--- src/rtl/microcode_sequencer.sv ---
// T-state sequencer and microcode decoder for the 8-bit SAP-style CPU.
// Stage/halt/counter advance on the rising edge; the control word is registered on the falling edge.
module microcode_sequencer #(
   parameter int unsigned OPCODE_W   = 4,
   parameter int unsigned NUM_STAGES = 6,
   parameter bit          EARLY_END  = 1'b1,
   parameter int unsigned CNT_W      = 8
) (
   input  logic                clk,
   input  logic                rst_n,
   input  logic [OPCODE_W-1:0] opcode,
   input  logic                step_mode,
   input  logic                step,
   output logic [14:0]         ctrl,
   output logic [2:0]          stage,
   output logic                halted,
   output logic                instr_done,
   output logic [CNT_W-1:0]    instr_count
);

   localparam logic [14:0] CtrlIdle = 15'h0FE3;

   localparam int unsigned BitPcInc     = 14;
   localparam int unsigned BitPcEn      = 13;
   localparam int unsigned BitPcLoad    = 12;
   localparam int unsigned BitMarAddrN  = 11;
   localparam int unsigned BitRamEnN    = 9;
   localparam int unsigned BitRamLoadN  = 8;
   localparam int unsigned BitIrLoadN   = 7;
   localparam int unsigned BitIrEnN     = 6;
   localparam int unsigned BitRegaLoadN = 5;
   localparam int unsigned BitRegaEn    = 4;
   localparam int unsigned BitAdderSub  = 3;
   localparam int unsigned BitRegbEn    = 2;
   localparam int unsigned BitRegbLoadN = 1;
   localparam int unsigned BitOutLoadN  = 0;

   localparam logic [OPCODE_W-1:0] OpHlt = OPCODE_W'(0);
   localparam logic [OPCODE_W-1:0] OpAdd = OPCODE_W'(2);
   localparam logic [OPCODE_W-1:0] OpSub = OPCODE_W'(3);
   localparam logic [OPCODE_W-1:0] OpLda = OPCODE_W'(4);
   localparam logic [OPCODE_W-1:0] OpOut = OPCODE_W'(5);
   localparam logic [OPCODE_W-1:0] OpSta = OPCODE_W'(6);
   localparam logic [OPCODE_W-1:0] OpJmp = OPCODE_W'(7);

   localparam logic [2:0] StHold = 3'd7;

   logic [2:0]       stage_q, stage_d;
   logic             halted_q, halted_d;
   logic [CNT_W-1:0] count_q, count_d;
   logic [14:0]      ctrl_q, ctrl_d;
   logic [2:0]       last_stage;
   logic             adv, is_end, is_illegal;

   assign adv        = !step_mode || step;
   assign is_illegal = (stage_q != StHold) && (32'(stage_q) >= NUM_STAGES);

   always_comb begin
      last_stage = 3'd2;
      case (opcode)
         OpLda, OpSta: last_stage = 3'd4;
         OpAdd, OpSub: last_stage = 3'd5;
         OpOut, OpJmp: last_stage = 3'd3;
         OpHlt:        last_stage = StHold; // HLT never completes
         default:      last_stage = 3'd2;
      endcase
      if (!EARLY_END && opcode != OpHlt) last_stage = 3'(NUM_STAGES - 1);
   end

   assign is_end     = !halted_q && !is_illegal && (stage_q == last_stage);
   assign instr_done = is_end && adv;

   always_comb begin
      stage_d  = stage_q;
      halted_d = halted_q;
      count_d  = count_q;
      if (halted_q) begin
         stage_d = stage_q;
      end else if (stage_q == StHold) begin
         stage_d = 3'd0;
      end else if (is_illegal) begin
         stage_d = StHold;
      end else if (adv) begin
         if (stage_q == 3'd3 && opcode == OpHlt) begin
            halted_d = 1'b1;
         end else if (is_end) begin
            stage_d = 3'd0;
            count_d = count_q + CNT_W'(1);
         end else begin
            stage_d = stage_q + 3'd1;
         end
      end
   end

   // Micro-ops only fire on an advancing edge, so a held stage never repeats a load.
   always_comb begin
      ctrl_d = CtrlIdle;
      if (adv && !halted_q && !is_illegal) begin
         case (stage_q)
            3'd0: begin
               ctrl_d[BitPcEn]     = 1'b1;
               ctrl_d[BitMarAddrN] = 1'b0;
            end
            3'd1: ctrl_d[BitPcInc] = 1'b1;
            3'd2: begin
               ctrl_d[BitRamEnN]  = 1'b0;
               ctrl_d[BitIrLoadN] = 1'b0;
            end
            3'd3: begin
               case (opcode)
                  OpLda, OpAdd, OpSub, OpSta: begin
                     ctrl_d[BitIrEnN]    = 1'b0;
                     ctrl_d[BitMarAddrN] = 1'b0;
                  end
                  OpOut: begin
                     ctrl_d[BitRegaEn]   = 1'b1;
                     ctrl_d[BitOutLoadN] = 1'b0;
                  end
                  OpJmp: begin
                     ctrl_d[BitIrEnN]  = 1'b0;
                     ctrl_d[BitPcLoad] = 1'b1;
                  end
                  default: ;
               endcase
            end
            3'd4: begin
               case (opcode)
                  OpLda: begin
                     ctrl_d[BitRamEnN]    = 1'b0;
                     ctrl_d[BitRegaLoadN] = 1'b0;
                  end
                  OpAdd, OpSub: begin
                     ctrl_d[BitRamEnN]    = 1'b0;
                     ctrl_d[BitRegbLoadN] = 1'b0;
                     ctrl_d[BitAdderSub]  = (opcode == OpSub);
                  end
                  OpSta: begin
                     ctrl_d[BitRegaEn]   = 1'b1;
                     ctrl_d[BitRamLoadN] = 1'b0;
                  end
                  default: ;
               endcase
            end
            3'd5: begin
               if (opcode == OpAdd || opcode == OpSub) begin
                  ctrl_d[BitRegbEn]    = 1'b1;
                  ctrl_d[BitRegaLoadN] = 1'b0;
                  ctrl_d[BitAdderSub]  = (opcode == OpSub);
               end
            end
            default: ;
         endcase
      end
   end

   always_ff @(posedge clk) begin
      if (!rst_n) begin
         stage_q  <= StHold;
         halted_q <= 1'b0;
         count_q  <= '0;
      end else begin
         stage_q  <= stage_d;
         halted_q <= halted_d;
         count_q  <= count_d;
      end
   end

   always_ff @(negedge clk) begin
      if (!rst_n) ctrl_q <= CtrlIdle;
      else        ctrl_q <= ctrl_d;
   end

   assign ctrl        = ctrl_q;
   assign stage       = stage_q;
   assign halted      = halted_q;
   assign instr_count = count_q;

endmodule
--- config.mk ---
export PLATFORM = sky130hd
export DESIGN_NAME = microcode_sequencer
export DESIGN_NICKNAME = d
export VERILOG_FILES = /design/src/rtl/microcode_sequencer.sv
export SDC_FILE = /design/constraint.sdc
export NUM_CORES = 1
export LEC_CHECK = 0
export CORE_MARGIN = 10
export CORE_UTILIZATION = 35
export DETAILED_ROUTE_END_ITERATION = 8
export DONT_BUFFER_PORTS = 1
export GPL_ROUTABILITY_DRIVEN = 0
export PLACE_DENSITY = 0.51
export SLEW_MARGIN = 30
export SYNTH_ARGS = -nofsm -noshare
export SYNTH_HDL_FRONTEND = slang
export SYNTH_SLANG_ARGS = --single-unit
export TNS_END_PERCENT = 1
--- constraint.sdc ---
create_clock -name clk -period 2.7 [get_ports clk]
set_clock_uncertainty 0.2 [all_clocks]
set_input_delay 0.405 -clock clk [delete_from_list [all_inputs] [get_ports clk]]
set_output_delay 0.405 -clock clk [all_outputs]
set_load 0.1 [all_outputs]
==> results of run 1 <==
cells by family (layout without fill, tap and decap cells):
kind of cell | Yosys count | count (layout) | share of synthesized area [%]
buffers and inverters | 14 | 62 | 5.475
XOR/XNOR | 1 | 1 | 0.6611
adder cells (fa/ha/maj) | 7 | 7 | 6.610
multiplexers | 1 | 1 | 0.7555
flip-flops | 26 | 26 | 39.28
other | 1 | 1 | 0.2830
AND/OR/NAND/NOR | 64 | 64 | 26.25
AO/OA/AOI/OAI | 42 | 42 | 20.68
how the worst max path moves through the flow:
stage | cells past startpoint | slack [ns] | endpoint | start
after floorplan | 8 | -0.78 | ctrl[4] | stage[0]
after global placement | 8 | -0.58 | ctrl[4] | stage[0]
after detailed placement | 8 | -0.62 | ctrl[4] | stage[0]
after CTS | 8 | -0.48 | ctrl[4] | stage[0]
after global routing | 7 | -0.54 | ctrl[3] | stage[0]
final | 8 | -0.50 | ctrl[4] | stage[0]
layer usage:
metal	global-route usage [%]	vias up	wire length [microns]
li1	-	655	-
met1	11.62	602	1495
met2	18.33	39	1879
met3	3.603	8	214
met4	6.920	0	104
met5	0	-	0
flip-flops by register name, indices dropped and copies added (netlist names):
register / cells
ctrl: 14
instr_count: 8
stage: 3
halted: 1
power groups by stage:
| stage | registers (mW) | clock network (mW) | logic (mW) |
|---|---|---|---|
| floorplan | 0.662 | 0.0341 | 0.344 |
| global placement | 0.472 | 0.0341 | 0.761 |
| detailed placement | 0.477 | 0.0341 | 0.767 |
| CTS | 0.473 | 0.311 | 0.797 |
| global route | 0.477 | 0.344 | 0.894 |
| finish | 0.472 | 0.295 | 0.830 |
synth_stat cells, drive strengths merged (2+ instances only):
cell / n / area share [%]
nand2: 11 / 3.1
o21a: 3 / 1.7
ha: 7 / 6.6
nand3: 7 / 2.6
and3: 4 / 1.9
a21oi: 7 / 2.6
and2: 3 / 1.4
o21ai: 14 / 5.3
a21boi: 6 / 3.4
clkbuf: 4 / 1.1
o311ai: 2 / 1.3
a21o: 2 / 1.1
nor2b: 3 / 1.4
nor2: 9 / 2.5
inv: 4 / 1.1
nor3: 4 / 1.5
nand2b: 5 / 2.4
buf: 5 / 2.9
or4: 2 / 1.1
nor3b: 4 / 2.3
nand4: 2 / 0.94
or3: 7 / 3.3
dfxtp: 26 / 39
timing repair:
item / 4_1_cts / 5_1_grt
setup endpoints to repair: 29 / 32
endpoints found under the hold margin: 0 / 0
resized for setup: 21 / 7
pin swaps: 3 / 2
cell type report:
type / instances / area [sq um] / area share, %
well taps: 48 / 60.06 / 2.934
clock buffers: 3 / 41.29 / 2.017
inverters: 4 / 17.52 / 0.8557
flip-flops and latches: 26 / 549.3 / 26.83
multi-input cells: 116 / 829.5 / 40.53
repair buffers: 40 / 491.7 / 24.02
clock inverters: 15 / 57.56 / 2.812
worst max-delay path: stages (launching register included):
cell and delay (ns):
dfxtp_4 0.40, inv_4 0.04, ha_4 0.15, o21ai_2 0.11, o21ai_2 0.08, or3_4 0.39
nor3_4 0.24, nand4_1 0.13, o21ai_1 0.09
stage by stage:
step | util, % | setup TNS (ns) | std cells
2_1_floorplan | - | -11.44 | 156
6_report | 55.91 | -6.147 | 252
3_3_place_gp | 51.30 | -5.611 | 235
3_5_place_dp | 51.30 | -6.149 | 235
4_1_cts | 55.06 | -6.215 | 252
5_1_grt | 55.91 | -7.568 | 252
==> results.rst, run 1 <==
.. list-table::
   :header-rows: 1

   * - Metric
     - Value
   * - Synth Flop Type
     - dfxtp_1
   * - Die W
     - 81.53 microns
   * - Sw Ratio
     - 45.50%
   * - Maximum number of pins on one net before global-route repair
     - 15
   * - Height of the die
     - 81.53 microns
   * - Worst hold path cell count
     - 1
   * - Fraction of registers with async set/reset
     - 0%
   * - Total nets after synthesis
     - 171
   * - Reg-to-Reg Start
     - stage[0]
   * - CTS tree
     - done
   * - Kind of critical path
     - reg2reg
   * - Sequential fraction of the synthesis area
     - 39.28%
   * - Hold_buf cts
     - 0
   * - Crit path required time
     - roughly 1.4 ns
   * - Maximum vdd ir drop
     - 0.5959 mV
   * - Number of endpoints failing setup at the final stage
     - 28
   * - Number of enable flip-flop cells after synthesis
     - 0
   * - Clock Root Buffer
     - clkbuf_8
   * - Antenna diode instance count
     - 0
   * - Max cap viols
     - 0
   * - RSZ-0062 raised after global routing
     - true
   * - Buffer depth of the longest clock path
     - 2
   * - Final cell area excluding filler cells
     - between 2000 and 2500 sq um
   * - Depth of the most critical reg-to-reg path
     - 8
   * - Violated checks
     - setup timing
   * - Count of nets after finishing
     - 220
   * - Initial antenna violation count
     - 0
   * - Boundary pin count
     - 36
   * - Net Sw Power
     - 0.7270 mW
   * - Floorplan core area
     - ~3700 sq um
   * - Layout overhead on the synthesized area
     - 54.49%
   * - Register clock-pin slew on the reported worst setup and hold paths
     - roughly 0.090 ns
   * - Half-perimeter wire length after placement
     - between 2 and 3 mm
   * - Buffers on Ports
     - 0
   * - Via count of the first global-routing pass
     - 1270
   * - Instance count of the mapped netlist
     - 156
   * - Critical Path Fanout Max
     - 5
   * - Static power due to leakage
     - 0.8702 nW
   * - Final number of hold-violating endpoints
     - 0
   * - Endpoint of the worst hold-timing path
     - stage[1]
   * - Synth Cell Area
     - 1325 sq um
   * - Number of filler instances in the final layout
     - 329
   * - Internal power
     - 0.8708 mW
   * - Power per Cell Area
     - 780.6 nW/um^2
   * - Post-layout power
     - ~1.6 mW
   * - Hold path startpoint
     - rst_n
   * - Rows
     - 22
   * - Crit end category
     - flip-flop
   * - Detailed-route DRC error count
     - 0
   * - Minimum hold slack
     - 0.03043 ns
   * - Average wire per cell in the routed design
     - 14.66 microns
   * - Later-pin clock latency in the skew report
     - 0.27 ns
   * - R2r setup slk
     - -0.50 ns
   * - Clock buffers created by TritonCTS
     - 3
   * - Total via count in the routed design
     - ~1.3k
   * - Number of search-and-repair iterations in the first detailed-routing pass
     - 4
   * - Post-detailed-route count of antenna-violating nets
     - 0
   * - Vias per inst
     - between 5 and 6
   * - Overall die area
     - 6647 sq um
   * - Final worst setup slack
     - -0.5004 ns
   * - Number of storage elements in the synthesis netlist
     - 26
   * - CP startpoint kind
     - flip-flop
   * - Part of the power in registers
     - 29.6%
   * - Post-CTS setup buffer count
     - 0
   * - Initial core utilization
     - 36.19%
   * - Signal arrival time at the worst endpoint
     - 1.90 ns
   * - Run status
     - finished with violations
   * - TritonCTS Sinks
     - 26
   * - Global-route usage over all layers
     - 10.93%
   * - Area after DPL
     - 1878 sq um
   * - Commonest cells after routing, fill and taps aside
     - buf_4 (24), inv_1 (16), buf_12 (15)
   * - Final Max Slew Viols
     - 0
   * - Most common cell after layout, fill and taps aside
     - buf_4
   * - Wire length of the first global-routing pass
     - 5.830 mm
   * - Syn Area/Cell
     - 8.494 sq um
   * - Clock power frac
     - 18.5%
   * - Distinct cells, synth
     - 43
   * - Count of synthesis-stage warnings from yosys
     - 0
   * - Total detailed-routing wirelength
     - 3.694 mm
   * - Worst setup slack before clock tree synthesis
     - -0.6176 ns
   * - Share of post-route cells with drive strength above 1
     - 36.27%
   * - Count of H-tree levels built during CTS
     - 1
   * - Iter 0 DRT Violations
     - 53
   * - Worst min-delay path category
     - in2reg
   * - Worst flop-to-flop path endpoint
     - ctrl[4]
   * - Overflow left after global routing
     - 0
   * - Portion of total power attributed to combinational logic
     - 52.0%
Power figures use the tool's default switching activity.
==> run 2, diff against run 1 <==
--- a/config.mk
+++ b/config.mk
@@ -6,11 +6,10 @@
 export NUM_CORES = 1
 export LEC_CHECK = 0
 export CORE_MARGIN = 10
-export CORE_UTILIZATION = 35
+export CORE_UTILIZATION = 47
 export DETAILED_ROUTE_END_ITERATION = 8
-export DONT_BUFFER_PORTS = 1
 export GPL_ROUTABILITY_DRIVEN = 0
-export PLACE_DENSITY = 0.51
+export PLACE_DENSITY = 0.8
 export SLEW_MARGIN = 30
 export SYNTH_ARGS = -nofsm -noshare
 export SYNTH_HDL_FRONTEND = slang
==> run 2 against run 1 <==
Compared with the run above: utilization is 25 points higher; first-iteration DRC count is 70% higher; global-route usage is 4.6 points higher; wire length is 8.7% higher; die area is 20% lower; critical path depth stayed put; clock power is 7.1% higher; total power is 5.9% higher; the run still ends with setup timing left; cell area is 8.7% higher; count of clock-buffer cells in the layout is 1 higher; flip-flop and latch count stayed put; critical path type unchanged.
==> results.rst, run 2 (synthesized netlist as in run 1, its figures left out) <==
.. list-table::
   :header-rows: 1

   * - Metric
     - Value
   * - Maximum vdd ir drop
     - between 0.9 and 1 mV
   * - Wire length of the first global-routing pass
     - 6.844 mm
   * - Die W
     - 73.10 microns
   * - Worst Path Buf+Inv
     - 1
   * - Layout overhead on the synthesized area
     - 67.89%
   * - Number of search-and-repair iterations in the first detailed-routing pass
     - 4
   * - Run status
     - finished with violations
   * - Fin cells
     - 261
   * - Post-layout power
     - 1.692 mW
   * - Crit end category
     - flip-flop
   * - Net Sw Power
     - ~0.77 mW
   * - Fraction of the core area covered by cells at the end of the flow
     - between 80% and 90%
   * - Overflow left after global routing
     - 0
   * - Stages on worst setup path
     - 8
   * - Floorplan core area
     - 2734 sq um
   * - Total via count in the routed design
     - around 1.5k
   * - Internal power
     - 0.9244 mW
   * - Most common cell on crit path
     - o21ai_2
   * - Buffers on Ports
     - 34
   * - Buffer depth of the longest clock path
     - 2
   * - Sw Ratio
     - 45.36%
   * - Largest register FFs
     - 14
   * - Worst min-delay path category
     - reg2reg
   * - Violated checks
     - setup timing
   * - Count of nets after finishing
     - 246
   * - Clock power frac
     - 18.7%
   * - Maximum number of pins on one net before global-route repair
     - 15
   * - Half-perimeter wire length after placement
     - 3.106 mm
   * - Commonest cells after routing, fill and taps aside
     - buf_4 (44), inv_1 (16), buf_12 (15)
   * - Static power due to leakage
     - 0.9870 nW
   * - Clock buffers created by TritonCTS
     - 3
   * - Share of post-route cells with drive strength above 1
     - 40.87%
   * - Antenna diode instance count
     - 0
   * - Cell total after placement
     - around 240
   * - Boundary pin count
     - 36
   * - Final worst setup slack
     - -0.4823 ns
   * - Portion of total power attributed to combinational logic
     - 53.9%
   * - Rows
     - 19
   * - Crit path required time
     - 1.47 ns
   * - Count of H-tree levels built during CTS
     - 1
   * - Final Max Slew Viols
     - 0
   * - Height of the die
     - 73.10 microns
   * - Hold_buf cts
     - 0
   * - Overall die area
     - 5343 sq um
   * - Worst hold path cell count
     - 2
   * - Depth of the most critical reg-to-reg path
     - 8
   * - Minimum hold slack
     - approximately 0.3 ns
   * - Max cap viols
     - 0
   * - CTS tree
     - done
   * - Chain of cells forming the critical path
     - inv_4 -> ha_4 -> o21ai_2 -> o21ai_2 -> or3_4 -> nor3_4 -> nand4_1 -> o21ai_0
   * - Iter 0 DRT Violations
     - 90
   * - Post-CTS setup buffer count
     - 0
   * - Post-detailed-route count of antenna-violating nets
     - 0
   * - R2r setup slk
     - -0.48 ns
   * - Final number of hold-violating endpoints
     - 0
   * - TritonCTS Sinks
     - 26
   * - Total detailed-routing wirelength
     - 4.017 mm
   * - Standard cell with the maximum stage delay on the critical path
     - dfxtp_4
   * - Via count of the first global-routing pass
     - ~1.5k
   * - Signal arrival time at the worst endpoint
     - between 1.5 and 2 ns
   * - Later-pin clock latency in the skew report
     - 0.34 ns
   * - Part of the power in registers
     - 27.4%
   * - Register clock-pin slew on the reported worst setup and hold paths
     - about 0.15 ns
   * - Kind of critical path
     - reg2reg
   * - Number of endpoints failing setup at the final stage
     - 29
   * - Critical Path Fanout Max
     - 5
   * - Average wire per cell in the routed design
     - 15.39 microns
   * - Setup TNS after final layout
     - -7.476 ns
   * - Most common cell after layout, fill and taps aside
     - buf_4
   * - Worst path top cell family by delay
     - simple AND/OR/NAND/NOR gates
   * - Initial core utilization
     - 48.47%
   * - Power per Cell Area
     - 760.5 nW/um^2
   * - Detailed-route DRC error count
     - 0
   * - Vias per inst
     - 5.678
   * - Global-route usage over all layers
     - 15.53%
   * - Clock Root Buffer
     - clkbuf_4
   * - Initial antenna violation count
     - 0
   * - Max incr delay on CP
     - 0.41 ns
   * - RSZ-0062 raised after global routing
     - true
   * - CP startpoint kind
     - flip-flop
[run 2: final timing paths]
path / start / to
max reg2reg: stage[0] / ctrl[4]
min: instr_count[1] / instr_count[1]
max: stage[0] / ctrl[4]
min reg2reg: instr_count[1] / instr_count[1]
[run 2: final cells by class]
cell class / instances / area, sq um
Fill cell: 161 / 509.2
Clock inverter: 14 / 52.55
Tap cell: 31 / 38.79
Clock buffer: 4 / 47.55
Inverter: 4 / 17.52
Sequential cell: 26 / 548.0
Timing Repair Buffer: 66 / 698.2
Multi-Input combinational cell: 116 / 822.0
[run 2: worst min-delay path, cell delays in order, from the launching register on]
cell	delay, ns
dfxtp_1	0.36
nand3_1	0.07
nand2_1	0.04
[run 2: metal layers]
| metal | track usage (%) | vias up | wire, microns |
|---|---|---|---|
| li1 | - | 705 | - |
| met1 | 17.23 | 685 | 1538 |
| met2 | 27.41 | 82 | 2042 |
| met3 | 4.490 | 10 | 360 |
| met4 | 5.063 | 0 | 76 |
| met5 | 0 | - | 0 |
[run 2: timing repair]
item	in CTS	in global routing
pin swaps	3	1
resized for setup	22	6
endpoints found under the setup margin	32	30
hold endpoints to repair	0	0
[run 2: stage by stage]
step | instance area [sq um] | setup slack (ns)
2_1_floorplan | 1381 | -0.7834
4_1_cts | 2201 | -0.4996
6_report | 2225 | -0.4823
3_3_place_gp | 2067 | -0.7845
3_5_place_dp | 2067 | -0.8863
5_1_grt | 2225 | -0.6153
[run 2: power by group through the flow]
| stage | Sequential, mW | Clock [mW] | Combinational (mW) |
|---|---|---|---|
| after floorplan | 0.662 | 0.0341 | 0.344 |
| after global placement | 0.468 | 0.0341 | 0.832 |
| after CTS | 0.463 | 0.318 | 0.876 |
| final | 0.464 | 0.316 | 0.912 |
| after global routing | 0.469 | 0.355 | 0.969 |
| after detailed placement | 0.470 | 0.0341 | 0.854 |
